### src/rtl/truth_table_sweeper.sv
// Walks every N_IN-bit input vector into a golden and a candidate function, compares them
// and reports pass/fail, mismatch count and lowest failing vector. Define SWEEP_SIG_EN for sig.
module truth_table_sweeper #(
  parameter int N_IN       = 5,
  parameter int SETTLE_CYC = 1
) (
  input  logic                 clk,
  input  logic                 reset,
  input  logic                 start,
  input  logic                 abort,
  input  logic                 golden_out,
  input  logic                 cand_out,
  output logic [N_IN-1:0]      vec,
  output logic                 busy,
  output logic                 done,
  output logic                 pass,
  output logic [N_IN:0]        mismatch_cnt,
  output logic                 first_bad_vld,
  output logic [N_IN-1:0]      first_bad,
  output logic [2**N_IN-1:0]   sig
);

  localparam int CW = (SETTLE_CYC > 1) ? $clog2(SETTLE_CYC) : 1;
  localparam logic [CW-1:0] SETTLE_LOAD = CW'((SETTLE_CYC > 0) ? SETTLE_CYC - 1 : 0);

  typedef enum logic [1:0] {IDLE, SETTLE, SAMPLE, DONE} state_t;

  state_t        state;
  state_t        state_next;
  state_t        run_state;
  logic [CW-1:0] settle_cnt;
  logic          last_vec;
  logic          mismatch;
  logic          launch;
  logic          do_settle;
  logic          do_sample;

  assign last_vec = (vec == {N_IN{1'b1}});
  assign mismatch = golden_out ^ cand_out;

  always_ff @(posedge clk) begin
    if (reset) state <= IDLE;
    else       state <= state_next;
  end

  // With no settle time each vector goes straight to SAMPLE.
  always_comb begin
    run_state  = (SETTLE_CYC == 0) ? SAMPLE : SETTLE;
    state_next = state;
    if (abort) begin
      state_next = IDLE;
    end else begin
      case (state)
        IDLE, DONE: if (start) state_next = run_state;
        SETTLE:     if (settle_cnt == '0) state_next = SAMPLE;
        SAMPLE:     state_next = last_vec ? DONE : run_state;
        default:    state_next = IDLE;
      endcase
    end
  end

  always_comb begin
    launch    = 1'b0;
    do_settle = 1'b0;
    do_sample = 1'b0;
    if (!abort) begin
      launch    = start && (state == IDLE || state == DONE);
      do_settle = (state == SETTLE);
      do_sample = (state == SAMPLE);
    end
  end

  // Abort keeps vec, counts and first_bad so the partial result stays inspectable.
  always_ff @(posedge clk) begin
    if (reset) begin
      vec           <= '0;
      busy          <= 1'b0;
      done          <= 1'b0;
      pass          <= 1'b0;
      mismatch_cnt  <= '0;
      first_bad_vld <= 1'b0;
      first_bad     <= '0;
      settle_cnt    <= '0;
    end else if (abort) begin
      busy <= 1'b0;
      done <= 1'b0;
      pass <= 1'b0;
    end else if (launch) begin
      vec           <= '0;
      busy          <= 1'b1;
      done          <= 1'b0;
      pass          <= 1'b0;
      mismatch_cnt  <= '0;
      first_bad_vld <= 1'b0;
      first_bad     <= '0;
      settle_cnt    <= SETTLE_LOAD;
    end else if (do_settle) begin
      if (settle_cnt != '0) settle_cnt <= settle_cnt - CW'(1);
    end else if (do_sample) begin
      if (mismatch) begin
        mismatch_cnt <= mismatch_cnt + (N_IN+1)'(1);
        if (!first_bad_vld) begin
          first_bad     <= vec;
          first_bad_vld <= 1'b1;
        end
      end
      if (last_vec) begin
        busy <= 1'b0;
        done <= 1'b1;
        pass <= (mismatch_cnt == '0) && !mismatch;
      end else begin
        vec        <= vec + N_IN'(1);
        settle_cnt <= SETTLE_LOAD;
      end
    end
  end

`ifdef SWEEP_SIG_EN
  always_ff @(posedge clk) begin
    if (reset)          sig <= '0;
    else if (launch)    sig <= '0;
    else if (do_sample) sig[vec] <= cand_out;
  end
`else
  assign sig = '0;
`endif

endmodule

### config.mk
export PLATFORM = sky130hd
export DESIGN_NAME = truth_table_sweeper
export DESIGN_NICKNAME = d
export VERILOG_FILES = /design/src/rtl/truth_table_sweeper.sv
export SDC_FILE = /design/constraint.sdc
export NUM_CORES = 1
export LEC_CHECK = 0
export CORE_UTILIZATION = 35
export CTS_CLUSTER_SIZE = 14
export DETAILED_ROUTE_END_ITERATION = 8
export MAX_ROUTING_LAYER = met4
export PLACE_DENSITY = 0.69
export SYNTH_ARGS = -nofsm -noshare
export SYNTH_HDL_FRONTEND = slang
export SYNTH_SLANG_ARGS = --single-unit
### constraint.sdc
create_clock -name clk -period 2.3 [get_ports clk]
set_input_delay 0.575 -clock clk [delete_from_list [all_inputs] [get_ports clk]]
set_output_delay 0.575 -clock clk [all_outputs]
set_load 0.05 [all_outputs]
Word level (Yosys, flattened, before mapping):

Index checks and enable logic that the tools add are counted.

* $add $sub $neg: 3
* equal/unequal tests: 10
* muxes and demuxes: 33
* bitwise gates (word level): 3
* reduce and logical (&&, ||, !) cells: 20

Operators by type and width (count)
* 5-bit 2-to-1 mux: 9
* 6-bit 2-to-1 mux: 4
* 1-bit 2-to-1 mux: 16
* 3-bit AND reduction: 3
* 4-bit AND reduction: 2
* 6-bit by 1-bit adder with 6-bit output, second input constant: 1
* 6-bit logical NOT: 1
* 2-bit 2-to-1 mux: 3
* 2-bit != test, second input constant: 3
* 2-bit one-hot mux with 3 select lines: 1
* 2-bit nonzero test: 3
* 5-bit by 1-bit adder with 5-bit output, second input constant: 1
* 5-bit equality test, second input constant: 1
* 5-bit AND reduction: 1
* 2-bit equality test, second input constant: 2
* 2-bit by 1-bit != test with 1-bit output, second input constant: 2
* 2-bit OR reduction: 2
* 3-bit by 1-bit != test with 1-bit output, second input constant: 1
* 3-bit nonzero test: 1
* 3-bit OR reduction: 1
* 2-bit by 1-bit equality test with 1-bit output, second input constant: 1
* 1-bit logical AND: 2
* 2-bit logical NOT: 1
* 1-bit inverter: 2
* 5 further kinds: 5

* bits in registers: 23
* input bits: 6
* output and inout bits: 52
* word-level logic and storage cells: 78

Longest topological paths before layout:

Gate-level depths: netlist of the first run.

* depth after elaboration: 6
* gate-level depth with buffers: 7
* depth with buffers taken out: 6

Least setup slack after synthesis of the first run:

OpenSTA, ideal clock, no wires.

* path kind: register -> register
* start: register vec[0]
* end: register vec[3]
* library setup time: 70 ps
* arrival: 2131 ps
* required time: 2230 ps
* slack: 99 ps
* stages on the path, launching flop included: 7
* path buffers: 0
* period minus slack after synthesis: 2201 ps
* path through: dfxtp_1 -> ha_1 -> and3_1 -> ha_1 -> or4b_4 -> or3_1 -> a21oi_1

* longest elaborated chain between the ends: 5
* elaborated cells on any way between the ends: 8
* those cells by class: add/sub (1); eq/ne (2); mux (4); reduce/logical (1)

Ends and longest elaborated chain
* start: declaration: RTL line 13 `output logic [N_IN-1:0] vec,`
* start signal: assignment: RTL line 112 `vec <= vec + N_IN'(1);`
* 5-bit by 1-bit adder with 5-bit output: RTL line 112
* 5-bit 2-to-1 mux: RTL line 107 `if (last_vec) begin`
* 5-bit 2-to-1 mux: RTL line 99 `end else if (do_sample) begin`
* 5-bit 2-to-1 mux: RTL line 97 `end else if (do_settle) begin`
* 5-bit 2-to-1 mux: RTL line 88 `end else if (launch) begin`

Several ways; a longest one is shown, not always the timed one. The select of a mux whose other input is x is not followed.
A chain may end at the register's enable or synchronous reset.

Worst setup path after layout of the first run:

* start: register vec[2]
* end: output vec[2]

No word-level cell between the ends.

==> results of run 1 <==
==> path summary, 6_finish.rpt <==
check	from	endpoint	slack [ps]	depth (start not counted)
setup reg to reg	vec[1]	vec[3]	240	6
setup / recovery	vec[2]	vec[2]	190	1
hold reg to reg	done	done	450	2
hold / removal	done	done	450	2
==> layout by cell type, fill, tap and decap left out, types with 2 or more instances in the layout <==
cell	Yosys	layout
clkbuf_8	0	4
nand3_1	10	10
inv_1	7	7
buf_4	32	12
nand3b_1	3	3
nor4b_1	2	2
mux2i_1	2	2
xnor2_1	2	2
conb_1	1	32
o21ai_0	8	8
nand2_1	7	7
nand2b_1	2	2
ha_1	6	6
nor2_1	3	3
a21oi_1	17	17
clkdlybuf4s50_1	0	25
nor3_1	2	2
or3b_2	2	2
o31ai_1	2	2
dfxtp_1	22	22
or4_1	4	4
nand4_1	2	2
==> through the flow <==
stage	power [mW]	setup slack (ps)	cell area, um^2	cells
floorplan	0.5887	98.94	1444	187
global placement	0.5743	57.71	1572	234
detailed placement	0.5742	39.31	1572	234
CTS	0.8523	171.8	1627	238
global route	0.8769	126.5	1627	238
finish	0.8436	185.9	1627	238
==> final cells by class <==
class / count / area (um^2) / area share [%]
Clock buffer: 4 / 55.05 / 3.385
Inverter: 7 / 26.28 / 1.615
Multi-Input combinational cell: 120 / 704.4 / 43.31
Sequential cell: 22 / 440.4 / 27.08
Tap cell: 48 / 60.06 / 3.692
Timing Repair Buffer: 37 / 340.3 / 20.92
==> registers in the layout, indices dropped and copies added, names as in the netlist <==
register and cells:
mismatch_cnt 6, first_bad 5, vec 5, state 2
busy 1, done 1, first_bad_vld 1, pass 1
==> power by group <==
part           leakage, nW  internal [mW]  switching (mW)
clock network       0.0288          0.153           0.125
registers            0.177          0.383         0.00139
logic                0.421         0.0298           0.153
==> layer usage <==
layer / global-route usage (%) / up-vias
met1: 16.16 / 516
met2: 19.81 / 41
li1: - / 551
met4: 4.830 / 0
met5: - / -
met3: 3.804 / 4
==> logic make-up (layout without fill, tap and decap cells) <==
group                      after synthesis  in the layout  share of synthesized area [%]
xor gates and xnor gates                 3              3                          1.980
and+or+nand+nor                         45             45                          21.11
adders and majority gates                6              6                          5.655
muxes                                    2              2                          1.508
other                                    1             32                         0.2825
DFF                                     22             22                          33.18
buffers and inverters                   45             48                          22.53
AOI/OAI and AO/OA                       32             32                          13.76
==> metrics, run 1 <==
CTS buffer count=3; Synth top cells by count=32 x buf_4, 22 x dfxtp_1, 17 x a21oi_1; dpl hpwl=1859 um; final slew viol count=0; # DRC=0; Leak=0.6269 nW; GRT overflow=0; Crit. End Element=output port; CTS tree=done; most frequent cell after synthesis=buf_4; crit path launch type=flop; I/O Pins=58; WS Path Type=reg2out; status=finished clean; first-pass GRT wire length=about 4000 um; met1 WL=1204 um; Max Fclk=roughly 0.47 GHz; PD cells=around 520 nW/um^2; Buf/Inv on CP=1; Layout area overhead=22.53%; required time worst endpoint=1730 ps; CTS clk-pin slew, worst paths=80 ps; CTS root buffer=clkbuf_8; PortBufs=25; Final min period=about 2100 ps; CP arrival=1540 ps; Hold Crit Class=reg2reg; setup TNS=0 ps; clk sinks=22; starting density of the core=between 30% and 40%; Area contributors post-synth=dfxtp_1 33%, buf_4 18%, a21oi_1 6.4%; VDD IR-drop max=between 0.0003 and 0.0004 V; critical path's top delay family=buffers and inverters; #FFs+latches synth=22; worst hold margin=between 400 and 500 ps; Mapped Cells=156; DR top layer=met4; worst-skew pair later-pin latency=260 ps; Die Height=around 64 um; EDFF count, synth=0; number of max-cap violations=0; initial drt markers=38; Pre-antenna DRT Iters=5; setup violators final=0; H-Tree Depth=1; Yosys top cell area share=about a third; Final #Nets=203; Slew @ Worst Pin=around 500 ps; CP max stage delay=about 850 ps; largest fanout on the critical path=6; global-route usage over all layers=a little over an eighth; worst-path cell chain=clkdlybuf4s50_1; Core Footprint=3661 um^2; YS warnings=0; Slowest cell on crit path=clkdlybuf4s50_1; Final Core Density=between 40 and 50%; top_reg_cell synth=dfxtp_1; drt wl/cell=10.61 um; die area=around 4000 um^2; Rel. slew slack=between 60% and 70%; Die Width=63.59 um; maximum clock path buffer count=2; Final period util=approximately nine tenths; Core Rows=22; Detail Route Antenna Nets=0; gpl congestion=between 0.8 and 0.9; met3 wire len=about 140 um; share of layout cells above drive strength 1=approximately 11%; n_diodes=0; initial antenna violation count=0; RSZ-0062 raised after global routing=no; Synth area leader=dfxtp_1; # fillers=380; DR vias=roughly 1100; ys async rst share=0%; WL met2=approximately 1200 um; drt total wl=about 2500 um; Post-CTS Setup Repair Bufs=0; number of global-route vias before repair=just under 900; post-cts resize count=0; Avg Vias per Cell=4.672; Yosys cell types=37; Netlist Area Pre-Place=approximately 1300 um^2; sequential area share after synthesis=between 30% and 40%; Final Hold Viols=0; hold buffer count at cts=0; largest net degree at the start of global routing=16; mean area per synthesized cell=approximately 8.5 um^2; clock skew=around 5.9 ps
(Power assumes the default switching activity.)
==> run 2: changes to the inputs <==
--- a/config.mk
+++ b/config.mk
@@ -10,6 +10,7 @@
 export DETAILED_ROUTE_END_ITERATION = 8
 export MAX_ROUTING_LAYER = met4
 export PLACE_DENSITY = 0.69
+export SKIP_CTS_REPAIR_TIMING = 1
 export SYNTH_ARGS = -nofsm -noshare
 export SYNTH_HDL_FRONTEND = slang
 export SYNTH_SLANG_ARGS = --single-unit
==> results of run 2 <==
The final DEF is identical to that of run 1; final timing and power are the same.
==> run 3: changes to the inputs <==
--- a/config.mk
+++ b/config.mk
@@ -5,11 +5,11 @@
 export SDC_FILE = /design/constraint.sdc
 export NUM_CORES = 1
 export LEC_CHECK = 0
-export CORE_UTILIZATION = 35
+export CORE_UTILIZATION = 42
 export CTS_CLUSTER_SIZE = 14
 export DETAILED_ROUTE_END_ITERATION = 8
 export MAX_ROUTING_LAYER = met4
-export PLACE_DENSITY = 0.69
+export PLACE_DENSITY = 0.8
 export SKIP_CTS_REPAIR_TIMING = 1
 export SYNTH_ARGS = -nofsm -noshare
 export SYNTH_HDL_FRONTEND = slang
==> run 3 against run 2 <==
  * Maximum frequency down 2.9%
  * Global-route usage increased by 2.1 points
  * First-iteration DRC count fell by 32%
  * Total power is 6.8% lower
  * Sequential share of layout area grew 0.53 points
  * Cell count shrank 2.1%
  * Clock power is 21% lower
  * Worst hold slack better by 8.0 ps
  * Register-to-register slack about the same
  * Clock-buffer cell count unchanged
  * Sequential power barely moved
  * Critical path depth unchanged
  * Largest cell class unchanged
  * Highest routed layer unchanged
==> metrics, run 3 (synthesis results as in run 1) <==
crit path launch type=flop; Slowest cell on crit path=clkdlybuf4s50_1; final std cells w/o fill=233 (-2.1%); drt wl/cell=10.33 um (-2.7%); number of global-route vias before repair=922 (+4.8%); dpl hpwl=1730 um (-7.0%); initial antenna violation count=0 (unchanged); gpl congestion=0.8127 (-2.6%); Core Rows=20 (-9.1%); Detail Route Antenna Nets=0 (unchanged); Pre-antenna DRT Iters=4 (-1); Avg Vias per Cell=4.717 (+0.95%); Largest register FFs=6 (unchanged); largest net degree at the start of global routing=16 (unchanged); part of the power in combinational logic=23.1% (+1.5 points); status=finished clean; Die Width=58.22 um (-8.4%); VDD IR-drop max=0.0002649 V (-18%); placed cell count=229 (-2.1%); PD cells=493.1 nW/um^2 (-4.9%); CTS root buffer=clkbuf_4; biggest regs=mismatch_cnt: 6 flops, first_bad: 5 flops, vec: 5 flops; Hold Crit Class=reg2reg; Layout area overhead=20.17%; Leak=0.6137 nW (-2.1%); Max Fclk=0.4591 GHz (-2.9%); CTS buffer count=3 (unchanged); H-Tree Depth=1 (unchanged); maximum clock path buffer count=2 (unchanged); Rel. slew slack=66.55% (-0.18 points); die area=3390 um^2 (-16%); Tot Pwr=0.7866 mW (-6.8%); setup TNS=0 ps (unchanged); Final #Nets=202 (-0.49%); commonest non-fill, non-tap cell in the layout=conb_1; share of layout cells above drive strength 1=10.58% (-0.47 points); clock skew=10.70 ps (+4.807 ps); I/O Pins=58 (unchanged); Reg with most FFs=mismatch_cnt; largest fanout on the critical path=6 (unchanged); Final period util=94.71% (+2.8 points); worst hold margin=457.1 ps (+7.981 ps); first-pass GRT wire length=3884 um (-3.3%); final slew viol count=0 (unchanged); DP Worst Slack=54.30 ps (+14.99 ps); Die Height=58.22 um (-8.4%); worst-path cell chain=clkdlybuf4s50_1; Clock power frac=28.0% (-4.9 points); most frequent cells in the layout=32 x conb_1, 25 x clkdlybuf4s50_1, 22 x dfxtp_1; global-route usage over all layers=15.17% (+2.1 points); CTS tree=done; RSZ-0062 raised after global routing=no; n_diodes=0 (unchanged); Post-Place Cell Area=1559 um^2 (-0.80%); CP arrival=1600 ps (+60 ps); Final min period=2178 ps (+64.25 ps); GRT overflow=0 (unchanged); DR vias=1099 (-1.2%); Final Core Density=52.69% (+8.3 points); Core Footprint=3028 um^2 (-17%); Flop pwr share=48.9% (+3.4 points); # DRC=0 (unchanged); required time worst endpoint=1730 ps (about the same); design area=1595 um^2 (-1.9%); Slew @ Worst Pin=500.2 ps (+2.690 ps); Final WS setup=121.6 ps (-64.25 ps); internal power=0.5096 mW (-9.8%); PortBufs=25 (unchanged); critical path's top delay family=buffers and inverters; setup violators final=0 (unchanged); Final Hold Viols=0 (unchanged); drt total wl=2406 um (-4.7%); worst-skew pair later-pin latency=320 ps (+60 ps); Crit. End Element=output port; CTS clk-pin slew, worst paths=130 ps (+50 ps); clk sinks=22 (unchanged); starting density of the core=43.84% (+7.6 points); Buf/Inv on CP=1 (unchanged); WS Path Type=reg2out; Psw=0.2770 mW (-0.56%); initial drt markers=26 (-32%); number of max-cap violations=0 (unchanged); Sw Ratio=35.21% (+2.2 points); CP max stage delay=840 ps (about the same)
[run 3: cell count changes in the layout (fill, tap and decap cells not counted)]
cell / delta
clkbuf_4: +3
clkbuf_8: -3
buf_4: -1
[run 3: final timing paths]
kind           from  endpoint  slack (ps)  cells after the start
max          vec[2]    vec[2]         120                      1
min            done      done         460                      2
max reg2reg  vec[0]    vec[3]         250                      6
min reg2reg    done      done         460                      2
[run 3: per-layer routing]
layer | GRT usage [%] | vias to the layer above | part of all wire [%]
li1 | - | 551 | -
met1 | 19.17 | 502 | 47
met2 | 23.65 | 42 | 46
met3 | 2.455 | 4 | 5.7
met4 | 7.143 | 0 | 1.5
met5 | - | - | 0
[run 3: cell type report]
type	instances	area, um^2
multi-input cells	120	704.4
repair buffers	36	332.8
inverters	7	26.28
flip-flops and latches	22	440.4
fillers	298	1433
clock buffers	4	36.28
well taps	44	55.05
[run 3: power by group through the flow]
stage	clock, mW	sequential (mW)	combinational (mW)
floorplan	0	0.396	0.192
global placement	0	0.393	0.180
detailed placement	0	0.393	0.180
CTS	0.225	0.385	0.181
global route	0.235	0.385	0.192
finish	0.220	0.385	0.182
